===== src/rtl/imem_port_arbiter_if.sv =====
// imem_port_arbiter_if
//   Bundles the fetch port, the loader port and the instruction-memory port
//   of imem_port_arbiter.
//
//   Handshake (both requester ports): x_req is held high with a stable
//   address/data until the cycle x_gnt=1; a transfer happens in every cycle
//   where x_req & x_gnt. Exactly one cycle later x_rvalid=1 pulses for that
//   transfer, with x_err and x_rdata qualified by it. There is no backpressure
//   on responses.
//
//   Modports:
//     slave  - the arbiter side (takes requests, drives grants/responses/memory)
//     master - the environment side (requesters and memory array)
interface imem_port_arbiter_if #(
  parameter int AW = 8
);
  // fetch port
  logic          f_req;
  logic [31:0]   f_addr;
  logic          f_gnt;
  logic          f_rvalid;
  logic [31:0]   f_rdata;
  logic          f_err;
  // loader / debug port
  logic          l_req;
  logic          l_we;
  logic [31:0]   l_addr;
  logic [31:0]   l_wdata;
  logic          l_gnt;
  logic          l_rvalid;
  logic [31:0]   l_rdata;
  logic          l_err;
  // memory port
  logic          mem_en;
  logic          mem_we;
  logic [AW-1:0] mem_addr;
  logic [31:0]   mem_wdata;
  logic [31:0]   mem_rdata;

  modport slave (
    input  f_req, f_addr, l_req, l_we, l_addr, l_wdata, mem_rdata,
    output f_gnt, f_rvalid, f_rdata, f_err,
    output l_gnt, l_rvalid, l_rdata, l_err,
    output mem_en, mem_we, mem_addr, mem_wdata
  );

  modport master (
    output f_req, f_addr, l_req, l_we, l_addr, l_wdata, mem_rdata,
    input  f_gnt, f_rvalid, f_rdata, f_err,
    input  l_gnt, l_rvalid, l_rdata, l_err,
    input  mem_en, mem_we, mem_addr, mem_wdata
  );
endinterface


===== src/rtl/imem_port_arbiter.sv =====
// imem_port_arbiter
//   Shares a single-port, synchronous-read instruction memory between the CPU
//   fetch port (read-only) and the loader/debug port (read/write). The loader
//   has fixed priority, but after MAX_LDR_BURST consecutive loader grants
//   while fetch is waiting, fetch is forced through. Each access is checked
//   for alignment and range in its grant cycle; an erroring access is still
//   granted but does not touch memory. Responses come back one cycle after
//   the grant on the owner's port only.
//
//   Ports:
//     clk, rst    - clock, synchronous active-high reset
//     bus         - imem_port_arbiter_if.slave (fetch, loader, memory signals)
//     dbg_streak  - current loader-streak counter (state visibility)
module imem_port_arbiter #(
  parameter int DEPTH         = 256,
  parameter int AW            = 8,
  parameter int MAX_LDR_BURST = 4
) (
  input  logic                clk,
  input  logic                rst,
  imem_port_arbiter_if.slave  bus,
  output logic [3:0]          dbg_streak
);

  // First byte address past the end of the array; anything at or above it
  // is out of range.
  localparam logic [32:0] BYTE_LIMIT = 33'(DEPTH) << 2;

  logic [3:0]  streak_q, streak_d;
  logic        rsp_valid_q, rsp_valid_d;
  logic        rsp_ldr_q, rsp_ldr_d;   // 1: response belongs to the loader
  logic        rsp_err_q, rsp_err_d;
  logic        rsp_we_q, rsp_we_d;

  logic        starve;
  logic        f_gnt_c, l_gnt_c, any_gnt;
  logic [31:0] sel_addr;
  logic        acc_err;
  logic        rsp_live, rsp_good_rd;

  always_comb begin
    starve  = (streak_q == 4'(MAX_LDR_BURST));
    // Loader wins ties unless fetch has been starved long enough.
    l_gnt_c = !rst && bus.l_req && !(bus.f_req && starve);
    f_gnt_c = !rst && bus.f_req && !l_gnt_c;
    any_gnt = f_gnt_c || l_gnt_c;

    sel_addr = l_gnt_c ? bus.l_addr : bus.f_addr;
    acc_err  = (sel_addr[1:0] != 2'b00) || ({1'b0, sel_addr} >= BYTE_LIMIT);

    // Streak counts loader grants only while fetch is actually waiting.
    streak_d = streak_q;
    if (!bus.f_req || f_gnt_c) begin
      streak_d = 4'd0;
    end else if (l_gnt_c) begin
      streak_d = streak_q + 4'd1;
    end

    rsp_valid_d = any_gnt;
    rsp_ldr_d   = l_gnt_c;
    rsp_err_d   = acc_err;
    rsp_we_d    = l_gnt_c && bus.l_we;
  end

  always_ff @(posedge clk) begin
    if (rst) begin
      streak_q    <= 4'd0;
      rsp_valid_q <= 1'b0;
      rsp_ldr_q   <= 1'b0;
      rsp_err_q   <= 1'b0;
      rsp_we_q    <= 1'b0;
    end else begin
      streak_q    <= streak_d;
      rsp_valid_q <= rsp_valid_d;
      rsp_ldr_q   <= rsp_ldr_d;
      rsp_err_q   <= rsp_err_d;
      rsp_we_q    <= rsp_we_d;
    end
  end

  // Grants and memory drive
  assign bus.f_gnt     = f_gnt_c;
  assign bus.l_gnt     = l_gnt_c;
  assign bus.mem_en    = any_gnt && !acc_err;
  assign bus.mem_we    = l_gnt_c && bus.l_we;
  assign bus.mem_addr  = any_gnt ? sel_addr[AW+1:2] : '0;
  assign bus.mem_wdata = l_gnt_c ? bus.l_wdata : 32'd0;

  // Responses. Gating with rst drops a response whose grant happened the
  // cycle before reset was raised.
  assign rsp_live    = rsp_valid_q && !rst;
  assign rsp_good_rd = rsp_live && !rsp_err_q && !rsp_we_q;

  assign bus.f_rvalid = rsp_live && !rsp_ldr_q;
  assign bus.f_err    = rsp_live && !rsp_ldr_q && rsp_err_q;
  assign bus.f_rdata  = (rsp_good_rd && !rsp_ldr_q) ? bus.mem_rdata : 32'd0;

  assign bus.l_rvalid = rsp_live && rsp_ldr_q;
  assign bus.l_err    = rsp_live && rsp_ldr_q && rsp_err_q;
  assign bus.l_rdata  = (rsp_good_rd && rsp_ldr_q) ? bus.mem_rdata : 32'd0;

  assign dbg_streak = streak_q;

endmodule


===== src/flat_wrapper.sv =====
// flat-port wrapper written by rule: the top's interface ports become plain ports
module imem_port_arbiter_flat 
#(
  parameter int DEPTH         = 256,
  parameter int AW            = 8,
  parameter int MAX_LDR_BURST = 4
)
  (clk, rst, dbg_streak, bus_f_req, bus_f_addr, bus_l_req, bus_l_we, bus_l_addr, bus_l_wdata, bus_mem_rdata, bus_f_gnt, bus_f_rvalid, bus_f_rdata, bus_f_err, bus_l_gnt, bus_l_rvalid, bus_l_rdata, bus_l_err, bus_mem_en, bus_mem_we, bus_mem_addr, bus_mem_wdata);
  imem_port_arbiter_if #(.AW(AW)) bus_i ();
  input  logic clk;
  input  logic rst;
  output logic [3:0] dbg_streak;
  input wire logic [$bits(bus_i.f_req)-1:0] bus_f_req;
  input wire logic [$bits(bus_i.f_addr)-1:0] bus_f_addr;
  input wire logic [$bits(bus_i.l_req)-1:0] bus_l_req;
  input wire logic [$bits(bus_i.l_we)-1:0] bus_l_we;
  input wire logic [$bits(bus_i.l_addr)-1:0] bus_l_addr;
  input wire logic [$bits(bus_i.l_wdata)-1:0] bus_l_wdata;
  input wire logic [$bits(bus_i.mem_rdata)-1:0] bus_mem_rdata;
  output wire logic [$bits(bus_i.f_gnt)-1:0] bus_f_gnt;
  output wire logic [$bits(bus_i.f_rvalid)-1:0] bus_f_rvalid;
  output wire logic [$bits(bus_i.f_rdata)-1:0] bus_f_rdata;
  output wire logic [$bits(bus_i.f_err)-1:0] bus_f_err;
  output wire logic [$bits(bus_i.l_gnt)-1:0] bus_l_gnt;
  output wire logic [$bits(bus_i.l_rvalid)-1:0] bus_l_rvalid;
  output wire logic [$bits(bus_i.l_rdata)-1:0] bus_l_rdata;
  output wire logic [$bits(bus_i.l_err)-1:0] bus_l_err;
  output wire logic [$bits(bus_i.mem_en)-1:0] bus_mem_en;
  output wire logic [$bits(bus_i.mem_we)-1:0] bus_mem_we;
  output wire logic [$bits(bus_i.mem_addr)-1:0] bus_mem_addr;
  output wire logic [$bits(bus_i.mem_wdata)-1:0] bus_mem_wdata;
  assign bus_i.f_req = bus_f_req;
  assign bus_i.f_addr = bus_f_addr;
  assign bus_i.l_req = bus_l_req;
  assign bus_i.l_we = bus_l_we;
  assign bus_i.l_addr = bus_l_addr;
  assign bus_i.l_wdata = bus_l_wdata;
  assign bus_i.mem_rdata = bus_mem_rdata;
  assign bus_f_gnt = bus_i.f_gnt;
  assign bus_f_rvalid = bus_i.f_rvalid;
  assign bus_f_rdata = bus_i.f_rdata;
  assign bus_f_err = bus_i.f_err;
  assign bus_l_gnt = bus_i.l_gnt;
  assign bus_l_rvalid = bus_i.l_rvalid;
  assign bus_l_rdata = bus_i.l_rdata;
  assign bus_l_err = bus_i.l_err;
  assign bus_mem_en = bus_i.mem_en;
  assign bus_mem_we = bus_i.mem_we;
  assign bus_mem_addr = bus_i.mem_addr;
  assign bus_mem_wdata = bus_i.mem_wdata;
  imem_port_arbiter #(.DEPTH(DEPTH), .AW(AW), .MAX_LDR_BURST(MAX_LDR_BURST)) u_core (.clk(clk), .rst(rst), .bus(bus_i), .dbg_streak(dbg_streak));
endmodule

===== config.mk =====
export PLATFORM = sky130hd
export DESIGN_NAME = imem_port_arbiter_flat
export DESIGN_NICKNAME = d
export VERILOG_FILES = /design/src/rtl/imem_port_arbiter_if.sv /design/src/rtl/imem_port_arbiter.sv /design/src/flat_wrapper.sv
export SDC_FILE = /design/constraint.sdc
export NUM_CORES = 1
export LEC_CHECK = 0
export ABC_AREA = 1
export ABC_CLOCK_PERIOD_IN_PS = 3950
export CAP_MARGIN = 40
export CORE_AREA = 2 2 98 100
export DETAILED_ROUTE_END_ITERATION = 10
export DIE_AREA = 0 0 100 102
export GPL_TIMING_DRIVEN = 0
export PLACE_DENSITY_LB_ADDON = 0.05
export SLEW_MARGIN = 20
export SYNTH_ARGS = -nofsm -noshare
export SYNTH_HDL_FRONTEND = slang
export SYNTH_SLANG_ARGS = --single-unit

===== constraint.sdc =====
create_clock -name clk -period 3.95 [get_ports clk]
set_input_delay 0.79 -clock clk [delete_from_list [all_inputs] [get_ports clk]]
set_output_delay 0.79 -clock clk [all_outputs]
set_load 0.01 [all_outputs]

==> impl_metrics.py, run 1 <==
metrics = {
    "synthesis": {
        "async_flop_share_pct": 0,
        "synth_nets": 430,
        "synthSimpleGateAreaFrac_pct": 48.5,
        "synth_top_family_by_area": "simple AND/OR/NAND/NOR gates",
        "synth-main-ff-cell": "dfxtp_1",
        "synthXorXnorAreaFrac_pct": 1.28,
        "ys_ff_latch": 8,
        "synth_top_area_share_pct": 35.9,
        "synth-edff-count": 0,
        "synthMostInstantiatedCell": "nor2_1",
        "synth_area_leader_cell": "nor2_1",
        "synth_compound_area_share_pct": 6.49,
        "synth_adder_area_share_pct": 1.83,
        "ys_seq_area_share_pct": 11.7,
        "syn_avg_cell_area_um2": 4.64,
        "synthCells": 295,
        "synth_area_leaders": "nor2_1 36%, inv_1 26%, dfxtp_1 12%",
        "yosys_warnings": 0,
        "synthesis.area_um2": 1370,
        "synth_mux_area_share_pct": 0,
        "yosysUniqueCellTypes": 20,
        "synth.top_cells.by_count": "131 x nor2_1, 94 x inv_1, 24 x nand2_1",
    },
    "sta": {
        "fin_worst_skew_ps": 3.62,
        "post-route-min-period_ps": 3410,
        "whs_ps": 472,
        "setup_violations": 0,
        "worst_pin_slew_ps": 269,
        "report.final.slew_viol_count": 0,
        "tns_ps": 0,
        "final-hold-violation-count": 0,
        "max_freq_mhz": 293,
        "fin_crit_sh_pct": 86.3,
        "rsz0062_at_grt": "false",
        "relSlewSlack_pct": 82.0,
    },
    "routing": {
        "drtAntennaViolNets": 0,
        "drt_first_pass_iters": 4,
        "drtIter0Drc": 40,
        "wl_per_cell_um": 10.8,
        "wl_um": 7120,
        "drc": 0,
        "vias_per_cell": 3.75,
        "num_vias": 2462,
    },
    "setup_path": {
        "required_ps": 3160,
        "cp-start-kind": "input pin",
        "crit_type": "in -> out",
        "r2r_setup_slack_ps": 2460,
        "cp.arrival_ps": 2620,
        "crit_fanout": 5,
        "r2r-start": "u_core.dbg_streak[0]$_SDFFE_PP0N_",
        "crit_path_end_kind": "primary output",
        "r2r_cells": 8,
        "worstReg2RegEnd": "u_core.dbg_streak[3]$_SDFFE_PP0N_",
    },
    "layout": {
        "drive_gt1_share_pct": 3.30,
        "final_core_util_pct": 44.3,
        "area_growth_pct": 195,
        "nets": 683,
        "antennaDiodeCount": 0,
    },
    "min_path": {
        "hp-class": "reg -> reg",
        "hold_start": "u_core.dbg_streak[0]$_SDFFE_PP0N_",
        "timing.hold.worst_path_depth": 1,
        "min_to": "u_core.dbg_streak[0]$_SDFFE_PP0N_",
    },
    "clock_tree": {
        "cts_buffer_depth": 2,
        "cts-resized-gates": 0,
        "cts_tree": "done",
        "post-cts-setup-buffers": 0,
        "htreeDepth": 1,
        "insertion_delay_ps": 230,
        "numCtsBuffers": 3,
        "cts.sinks": 8,
        "clk_pin_slew_ps": 40,
        "root_buffer": "clkbuf_8",
        "cts_hold_buf": 0,
    },
    "power": {
        "p_leak_nw": 1.92,
        "ir_drop_mv": 0.0882,
        "p_per_area_nw_per_um2": 116,
    },
    "die": {
        "initial_core_util_pct": 15.0,
        "die_w_um": 100,
        "core_um2": 9110,
        "num_rows": 35,
        "die-height_um": 102,
        "die-area_um2": 10200,
        "ios": 249,
    },
    "status": {
        "status": "finished clean",
    },
    "grt": {
        "antenna_found_initial": 0,
        "grt_pass1_wl_um": 10700,
        "grt_max_degree": 11,
        "grt_pass1_vias": 2314,
        "grt-ovfl-total": 0,
        "grt_usage_pct": 12.9,
    },
    "placement": {
        "place_congestion": 0.693,
        "portBuffers": 248,
        "dp_hpwl_um": 6350,
    },
    "run": {
        "drv_cap": 0,
    },
}
==> metal layers <==
layer	share of wire, %	up-vias	GRT usage, %	wire length, um
met5	0	-	0	0
met3	15	10	6.22	1050
met2	51	155	25.6	3650
li1	-	1313	-	-
met4	1.2	0	2.74	84
met1	33	984	12.0	2330
==> sequential cells by signal, summed over array words and instances (netlist names) <==
signal and count:
u_core.dbg_streak 4, u_core.rsp_err_q 1, u_core.rsp_ldr_q 1, u_core.rsp_valid_q 1
u_core.rsp_we_q 1
==> how the worst max path moves through the flow <==
stage,from,end,slack [ps]
2_1_floorplan,rst,bus_f_rdata[10],1530
3_3_place_gp,rst,bus_mem_en,500
3_5_place_dp,rst,bus_mem_en,500
4_1_cts,rst,bus_mem_en,510
5_1_grt,rst,bus_f_rdata[26],370
6_report,bus_f_req,bus_mem_en,540
==> logic make-up (layout without fill, tap and decap cells) <==
group / count (synthesis) / count (layout)
buf+inv: 105 / 356
compound gates: 10 / 10
flops: 8 / 8
simple gates: 168 / 168
xor+xnor: 2 / 2
fa+ha+maj: 2 / 2
==> through the flow <==
step / total power [mW] / std cells / worst slack, ps / area (um^2)
2_1_floorplan: 0.168 / 295 / 1530 / 1370
3_3_place_gp: 0.371 / 654 / 497 / 3990
3_5_place_dp: 0.373 / 654 / 505 / 3990
4_1_cts: 0.476 / 657 / 509 / 4030
5_1_grt: 0.502 / 657 / 366 / 4030
6_report: 0.468 / 657 / 541 / 4030
==> worst max-delay path, cell delays in order <==
cell	delay, ps
clkdlybuf4s50_1	500
nand2_1	120
nor2_2	190
nor2_4	70
nor2_1	110
nand2_1	60
nand2_1	90
nand2_1	50
nor2_1	80
clkdlybuf4s50_1	560
==> where the power goes <==
group | switching [mW] | internal (mW) | leakage (nW)
Combinational | 0.0938 | 0.189 | 1.83
Sequential | 0.00173 | 0.0840 | 0.0658
Clock | 0.0326 | 0.0661 | 0.0216
==> layout by cell type, fill, tap and decap left out <==
| cell type | synthesis | layout |
|---|---|---|
| a21oi_1 | 1 | 1 |
| a22o_1 | 4 | 4 |
| o21bai_4 | 1 | 1 |
| xor2_1 | 1 | 1 |
| ha_1 | 2 | 2 |
| nand4_1 | 1 | 1 |
| a22oi_1 | 4 | 4 |
| buf_2 | 9 | 9 |
| clkdlybuf4s50_1 | 0 | 248 |
| nand2_1 | 24 | 24 |
| and2_1 | 2 | 2 |
| nand3_1 | 6 | 6 |
| nor2_2 | 1 | 1 |
| nor3_1 | 1 | 1 |
| clkbuf_8 | 0 | 3 |
| dfxtp_1 | 8 | 8 |
| inv_2 | 1 | 1 |
| xnor2_1 | 1 | 1 |
| nor2_1 | 131 | 131 |
| nor2_4 | 2 | 2 |
| buf_6 | 1 | 1 |
| inv_1 | 94 | 94 |
==> layout make-up <==
cell class / count / area [um^2]
buffer: 10 / 56.3
clock buffer: 3 / 41.3
fill: 970 / 5080
inverter: 95 / 357
multi-input combinational: 182 / 796
sequential: 8 / 160
tap: 111 / 139
timing repair buffer: 248 / 2480
No activity file was read; power rests on OpenSTA's default activity.
==> inputs of run 2 (changes only) <==
--- a/config.mk
+++ b/config.mk
@@ -6,13 +6,14 @@
 export NUM_CORES = 1
 export LEC_CHECK = 0
 export ABC_AREA = 1
-export ABC_CLOCK_PERIOD_IN_PS = 3950
+export ABC_CLOCK_PERIOD_IN_PS = 3240
 export CAP_MARGIN = 40
-export CORE_AREA = 2 2 98 100
+export CORE_AREA = 2 2 97 99
 export DETAILED_ROUTE_END_ITERATION = 10
-export DIE_AREA = 0 0 100 102
+export DIE_AREA = 0 0 99 101
 export GPL_TIMING_DRIVEN = 0
 export PLACE_DENSITY_LB_ADDON = 0.05
+export SETUP_SLACK_MARGIN = 0.2
 export SLEW_MARGIN = 20
 export SYNTH_ARGS = -nofsm -noshare
 export SYNTH_HDL_FRONTEND = slang
==> constraint.sdc (replaced) <==
create_clock -name clk -period 3.24 [get_ports clk]
set_input_delay 0.648 -clock clk [delete_from_list [all_inputs] [get_ports clk]]
set_output_delay 0.648 -clock clk [all_outputs]
set_load 0.01 [all_outputs]
==> impl_metrics.py, run 2 (synthesis gave the netlist of run 1 again) <==
metrics = {
    "status": {
        "status": "finished clean",
    },
    "power": {
        "ir_drop_mv": 0.0724,
        "p_leak_nw": 2.76,
        "p_per_area_nw_per_um2": 134,
        "total_power_mw": 0.564,
    },
    "setup_path": {
        "crit_path_end_kind": "primary output",
        "crit_fanout": 6,
        "r2r_setup_slack_ps": 1610,
        "required_ps": 2590,
        "cp-start-kind": "input pin",
        "r2r_cells": 9,
        "cp_slowest_cell": "clkdlybuf4s50_1",
        "crit_type": "in -> out",
        "cp.arrival_ps": 2390,
        "crit_path_cell_trace": "clkdlybuf4s50_1 -> inv_2 -> nand2_1 -> nor2_4 -> buf_6 -> a22o_1 -> clkdlybuf4s50_1",
        "max_stage_delay_ps": 530,
        "cpMostUsedCell": "clkdlybuf4s50_1",
        "r2r-start": "u_core.dbg_streak[0]$_SDFFE_PP0N_",
        "worstReg2RegEnd": "u_core.dbg_streak[0]$_SDFFE_PP0N_",
    },
    "clock_tree": {
        "cts.sinks": 8,
        "numCtsBuffers": 3,
        "cts_hold_buf": 0,
        "cts_buffer_depth": 2,
        "insertion_delay_ps": 220,
        "htreeDepth": 1,
        "clk_pin_slew_ps": 40,
        "root_buffer": "clkbuf_8",
        "cts_tree": "done",
    },
    "die": {
        "num_rows": 35,
        "die-area_um2": 10000,
        "core_um2": 8980,
        "ios": 249,
        "initial_core_util_pct": 15.2,
        "die_w_um": 99,
        "die-height_um": 101,
    },
    "routing": {
        "drt_first_pass_iters": 4,
        "maxUsedRoutingLayer": "met4",
        "vias_per_cell": 3.73,
        "wl_per_cell_um": 10.9,
        "drc": 0,
        "drt-met1-wl_um": 2490,
        "drtIter0Drc": 16,
        "num_vias": 2479,
        "route.met3.wl_um": 841,
        "drtAntennaViolNets": 0,
        "wl_um": 7210,
        "wl_met2_um": 3830,
    },
    "layout": {
        "layout_commonest_cell": "clkdlybuf4s50_1",
        "final_core_util_pct": 46.8,
        "layout_common_cells": "178 x clkdlybuf4s50_1, 130 x nor2_1, 93 x inv_1, 38 x dlymetal6s2s_1, 31 x dlygate4sd2_1",
        "largest_reg_flops": 4,
        "drive_gt1_share_pct": 5.42,
        "area_growth_pct": 207,
        "fillers": 932,
        "fin_area_um2": 4200,
        "nets": 690,
        "antennaDiodeCount": 0,
    },
    "grt": {
        "grt_max_degree": 11,
        "antenna_found_initial": 0,
        "grt_pass1_wl_um": 10400,
        "grt_usage_pct": 12.6,
        "grt-ovfl-total": 0,
        "grt_pass1_vias": 2289,
    },
    "sta": {
        "post-route-min-period_ps": 3040,
        "fin_worst_skew_ps": 1.66,
        "relSlewSlack_pct": 82.2,
        "report.final.slew_viol_count": 0,
        "worst_pin_slew_ps": 266,
        "whs_ps": 497,
        "setup_violations": 0,
        "tns_ps": 0,
        "final-hold-violation-count": 0,
        "max_freq_mhz": 329,
        "fin_crit_sh_pct": 93.9,
        "rsz0062_at_grt": "true",
    },
    "placement": {
        "dpl-instance-area_um2": 3990,
        "portBuffers": 248,
        "place_congestion": 0.743,
        "dp_hpwl_um": 6320,
    },
    "run": {
        "drv_cap": 0,
    },
    "min_path": {
        "timing.hold.worst_path_depth": 1,
        "hp-class": "reg -> reg",
        "min_to": "u_core.dbg_streak[0]$_SDFFE_PP0N_",
        "hold_start": "u_core.dbg_streak[0]$_SDFFE_PP0N_",
    },
}
run 2: cell types whose count changed in the layout (fill, tap and decap cells not counted), sizes merged:
cell and delta:
dlygate4sd2 +31, dlymetal6s2s +38, clkdlybuf4s15 +1, clkdlybuf4s50 -70, clkbuf +1, buf +5, nor2 +1
run 2: how the worst max path moves through the flow:
stage,startpoint,to,depth (start not counted)
finish,rst,bus_mem_addr[0],7
floorplan,rst,bus_f_rdata[10],6
CTS,rst,bus_mem_wdata[25],7
global route,rst,bus_f_rdata[15],8
global placement,rst,bus_mem_en,10
detailed placement,rst,bus_mem_en,10
run 2: critical path, delay by kind of cell:
| family | cells | cell delay, ps |
|---|---|---|
| simple gates | 2 | 370 |
| compound gates | 1 | 140 |
| buf+inv | 4 | 1220 |
run 2: final cells by class:
cell class,count,area [um^2],area share (%)
sequential,8,160,3.81
timing repair buffer,254,2590,61.5
buffer,10,85.1,2.02
multi-input combinational,183,835,19.9
inverter,95,357,8.48
tap,111,139,3.30
clock buffer,3,41.3,0.982
run 2: where the power goes:
part           internal [mW]  total, mW  switching, mW
registers              0.103      0.105        0.00229
clock network         0.0800      0.114         0.0341
logic                  0.226      0.345          0.119
total                  0.409      0.564          0.155
run 2: stage by stage:
| stage | setup slack (ps) | cells |
|---|---|---|
| 5_1_grt | 81.0 | 664 |
| 2_1_floorplan | 1110 | 295 |
| 4_1_cts | 201 | 663 |
| 6_report | 198 | 664 |
| 3_5_place_dp | 52.1 | 654 |
| 3_3_place_gp | 105 | 654 |
run 2: repair_timing:
item                       4_1_cts  5_1_grt
setup endpoints to repair       84       73
pin swaps                        4        1
cloned                           1        1
resized for setup               40       52
buffers inserted                 5        0
run 2: metal layers:
layer / track usage [%] / vias up
met5: 0 / -
met4: 2.53 / 0
met3: 4.16 / 4
met2: 25.9 / 148
met1: 12.1 / 999
li1: - / 1328
==> inputs of run 3 (changes only) <==
--- a/config.mk
+++ b/config.mk
@@ -9,12 +9,13 @@
 export ABC_CLOCK_PERIOD_IN_PS = 3240
 export CAP_MARGIN = 40
 export CORE_AREA = 2 2 97 99
+export CTS_BUF_LIST = sky130_fd_sc_hd__clkbuf_2
 export DETAILED_ROUTE_END_ITERATION = 10
 export DIE_AREA = 0 0 99 101
 export GPL_TIMING_DRIVEN = 0
 export PLACE_DENSITY_LB_ADDON = 0.05
 export SETUP_SLACK_MARGIN = 0.2
-export SLEW_MARGIN = 20
+export SLEW_MARGIN = 10
 export SYNTH_ARGS = -nofsm -noshare
 export SYNTH_HDL_FRONTEND = slang
 export SYNTH_SLANG_ARGS = --single-unit
==> impl_metrics.py, run 3 (synthesis gave the netlist of run 1 again) <==
metrics = {
    "min_path": {
        "hp-class": "reg -> reg",
    },
    "clock_tree": {
        "cts.sinks": 8,
        "clk_pin_slew_ps": 70,
        "cts_hold_buf": 0,
        "insertion_delay_ps": 230,
        "cts_tree": "done",
        "root_buffer": "clkbuf_2",
        "htreeDepth": 1,
        "numCtsBuffers": 3,
        "cts_buffer_depth": 2,
    },
    "die": {
        "ios": 249,
        "initial_core_util_pct": 15.2,
        "core_um2": 8980,
        "die-height_um": 101,
        "die_w_um": 99,
        "die-area_um2": 10000,
        "num_rows": 35,
    },
    "run": {
        "drv_cap": 0,
    },
    "setup_path": {
        "crit_fanout": 6,
        "required_ps": 2590,
        "cpMostUsedCell": "clkdlybuf4s50_1",
        "crit_path_end_kind": "primary output",
        "cp_slowest_cell": "clkdlybuf4s50_1",
        "cp.arrival_ps": 2400,
        "max_stage_delay_ps": 530,
        "crit_path_cell_trace": "clkdlybuf4s50_1 -> inv_2 -> nand2_1 -> nor2_4 -> buf_6 -> a22o_1 -> clkdlybuf4s50_1",
        "crit_type": "in -> out",
        "cp-start-kind": "input pin",
    },
    "routing": {
        "vias_per_cell": 3.72,
        "drtAntennaViolNets": 0,
        "drtIter0Drc": 23,
        "wl_per_cell_um": 10.9,
        "drc": 0,
        "wl_um": 7210,
        "num_vias": 2473,
        "drt_first_pass_iters": 4,
    },
    "power": {
        "p_per_area_nw_per_um2": 121,
        "ir_drop_mv": 0.0478,
        "p_leak_nw": 2.76,
    },
    "sta": {
        "worst_slack_ps": 192,
        "setup_violations": 0,
        "worst_pin_slew_ps": 268,
        "fin_crit_sh_pct": 94.1,
        "fin_worst_skew_ps": 5.00,
        "relSlewSlack_pct": 82.1,
        "tns_ps": 0,
        "report.final.slew_viol_count": 0,
        "post-route-min-period_ps": 3050,
        "max_freq_mhz": 328,
        "whs_ps": 505,
        "final-hold-violation-count": 0,
        "rsz0062_at_grt": "true",
    },
    "layout": {
        "fin_area_um2": 4180,
        "area_growth_pct": 205,
        "largest_reg_flops": 4,
        "antennaDiodeCount": 0,
        "layout_commonest_cell": "clkdlybuf4s50_1",
        "fillers": 937,
        "nets": 690,
        "drive_gt1_share_pct": 5.42,
        "layout_common_cells": "178 x clkdlybuf4s50_1, 130 x nor2_1, 93 x inv_1, 38 x dlymetal6s2s_1, 31 x dlygate4sd2_1",
    },
    "grt": {
        "grt_pass1_vias": 2295,
        "grt_pass1_wl_um": 10400,
        "grt_max_degree": 11,
        "antenna_found_initial": 0,
        "grt-ovfl-total": 0,
        "grt_usage_pct": 12.6,
    },
    "placement": {
        "dp_hpwl_um": 6320,
        "dpl-instance-area_um2": 3990,
        "portBuffers": 248,
        "dp_worst_setup_slack_ps": 52.1,
        "place_congestion": 0.743,
    },
    "status": {
        "status": "finished clean",
    },
}
## run 3: layer usage
metal  routed length, um  GRT usage [%]
met4                  50           2.53
met1                2500           12.1
met2                3820           25.9
met5                   0              0
met3                 837           4.16
## run 3: worst max-delay path: cells and delay by family
| kind | cells | cell delay (ps) |
|---|---|---|
| AO/OA/AOI/OAI | 1 | 140 |
| buffers and inverters | 4 | 1220 |
| AND/OR/NAND/NOR | 2 | 390 |
## run 3: final timing paths
path | end | cells after the start | slack [ps] | start
max reg2reg | u_core.rsp_err_q$_SDFF_PP0_ | 10 | 1600 | u_core.dbg_streak[0]$_SDFFE_PP0N_
min | u_core.dbg_streak[0]$_SDFFE_PP0N_ | 1 | 500 | u_core.dbg_streak[0]$_SDFFE_PP0N_
max | bus_mem_addr[0] | 7 | 190 | rst
min reg2reg | u_core.dbg_streak[0]$_SDFFE_PP0N_ | 1 | 500 | u_core.dbg_streak[0]$_SDFFE_PP0N_
## run 3: cell type report
class                           count  area [um^2]  share of cell area (%)
Timing Repair Buffer              254         2590                    61.9
Clock buffer                        3         15.0                   0.359
Tap cell                          111          139                    3.32
Multi-Input combinational cell    183          835                    20.0
Inverter                           95          357                    8.54
Buffer                             10         85.1                    2.04
Sequential cell                     8          160                    3.83
## run 3: report_power, final
part / switching [mW] / leakage (nW) / internal, mW
clock network: 0.0299 / 0.0125 / 0.0252
registers: 0.00229 / 0.0658 / 0.102
logic: 0.119 / 2.68 / 0.226
## run 3: repair_timing
action / in CTS / in global routing
hold endpoints to repair: 0 / 0
pin swaps: 4 / 1
endpoints found under the setup margin: 84 / 73
cloned: 1 / 1
buffers inserted: 5 / 0
resized for setup: 40 / 52
## run 3: stage by stage
step                      power (mW)  util [%]  instances
after floorplan                0.205         -        295
after global placement         0.452      44.4        654
after detailed placement       0.455      44.4        654
after CTS                      0.513      44.9        663
after global routing           0.546      46.5        664
final                          0.504      46.5        664
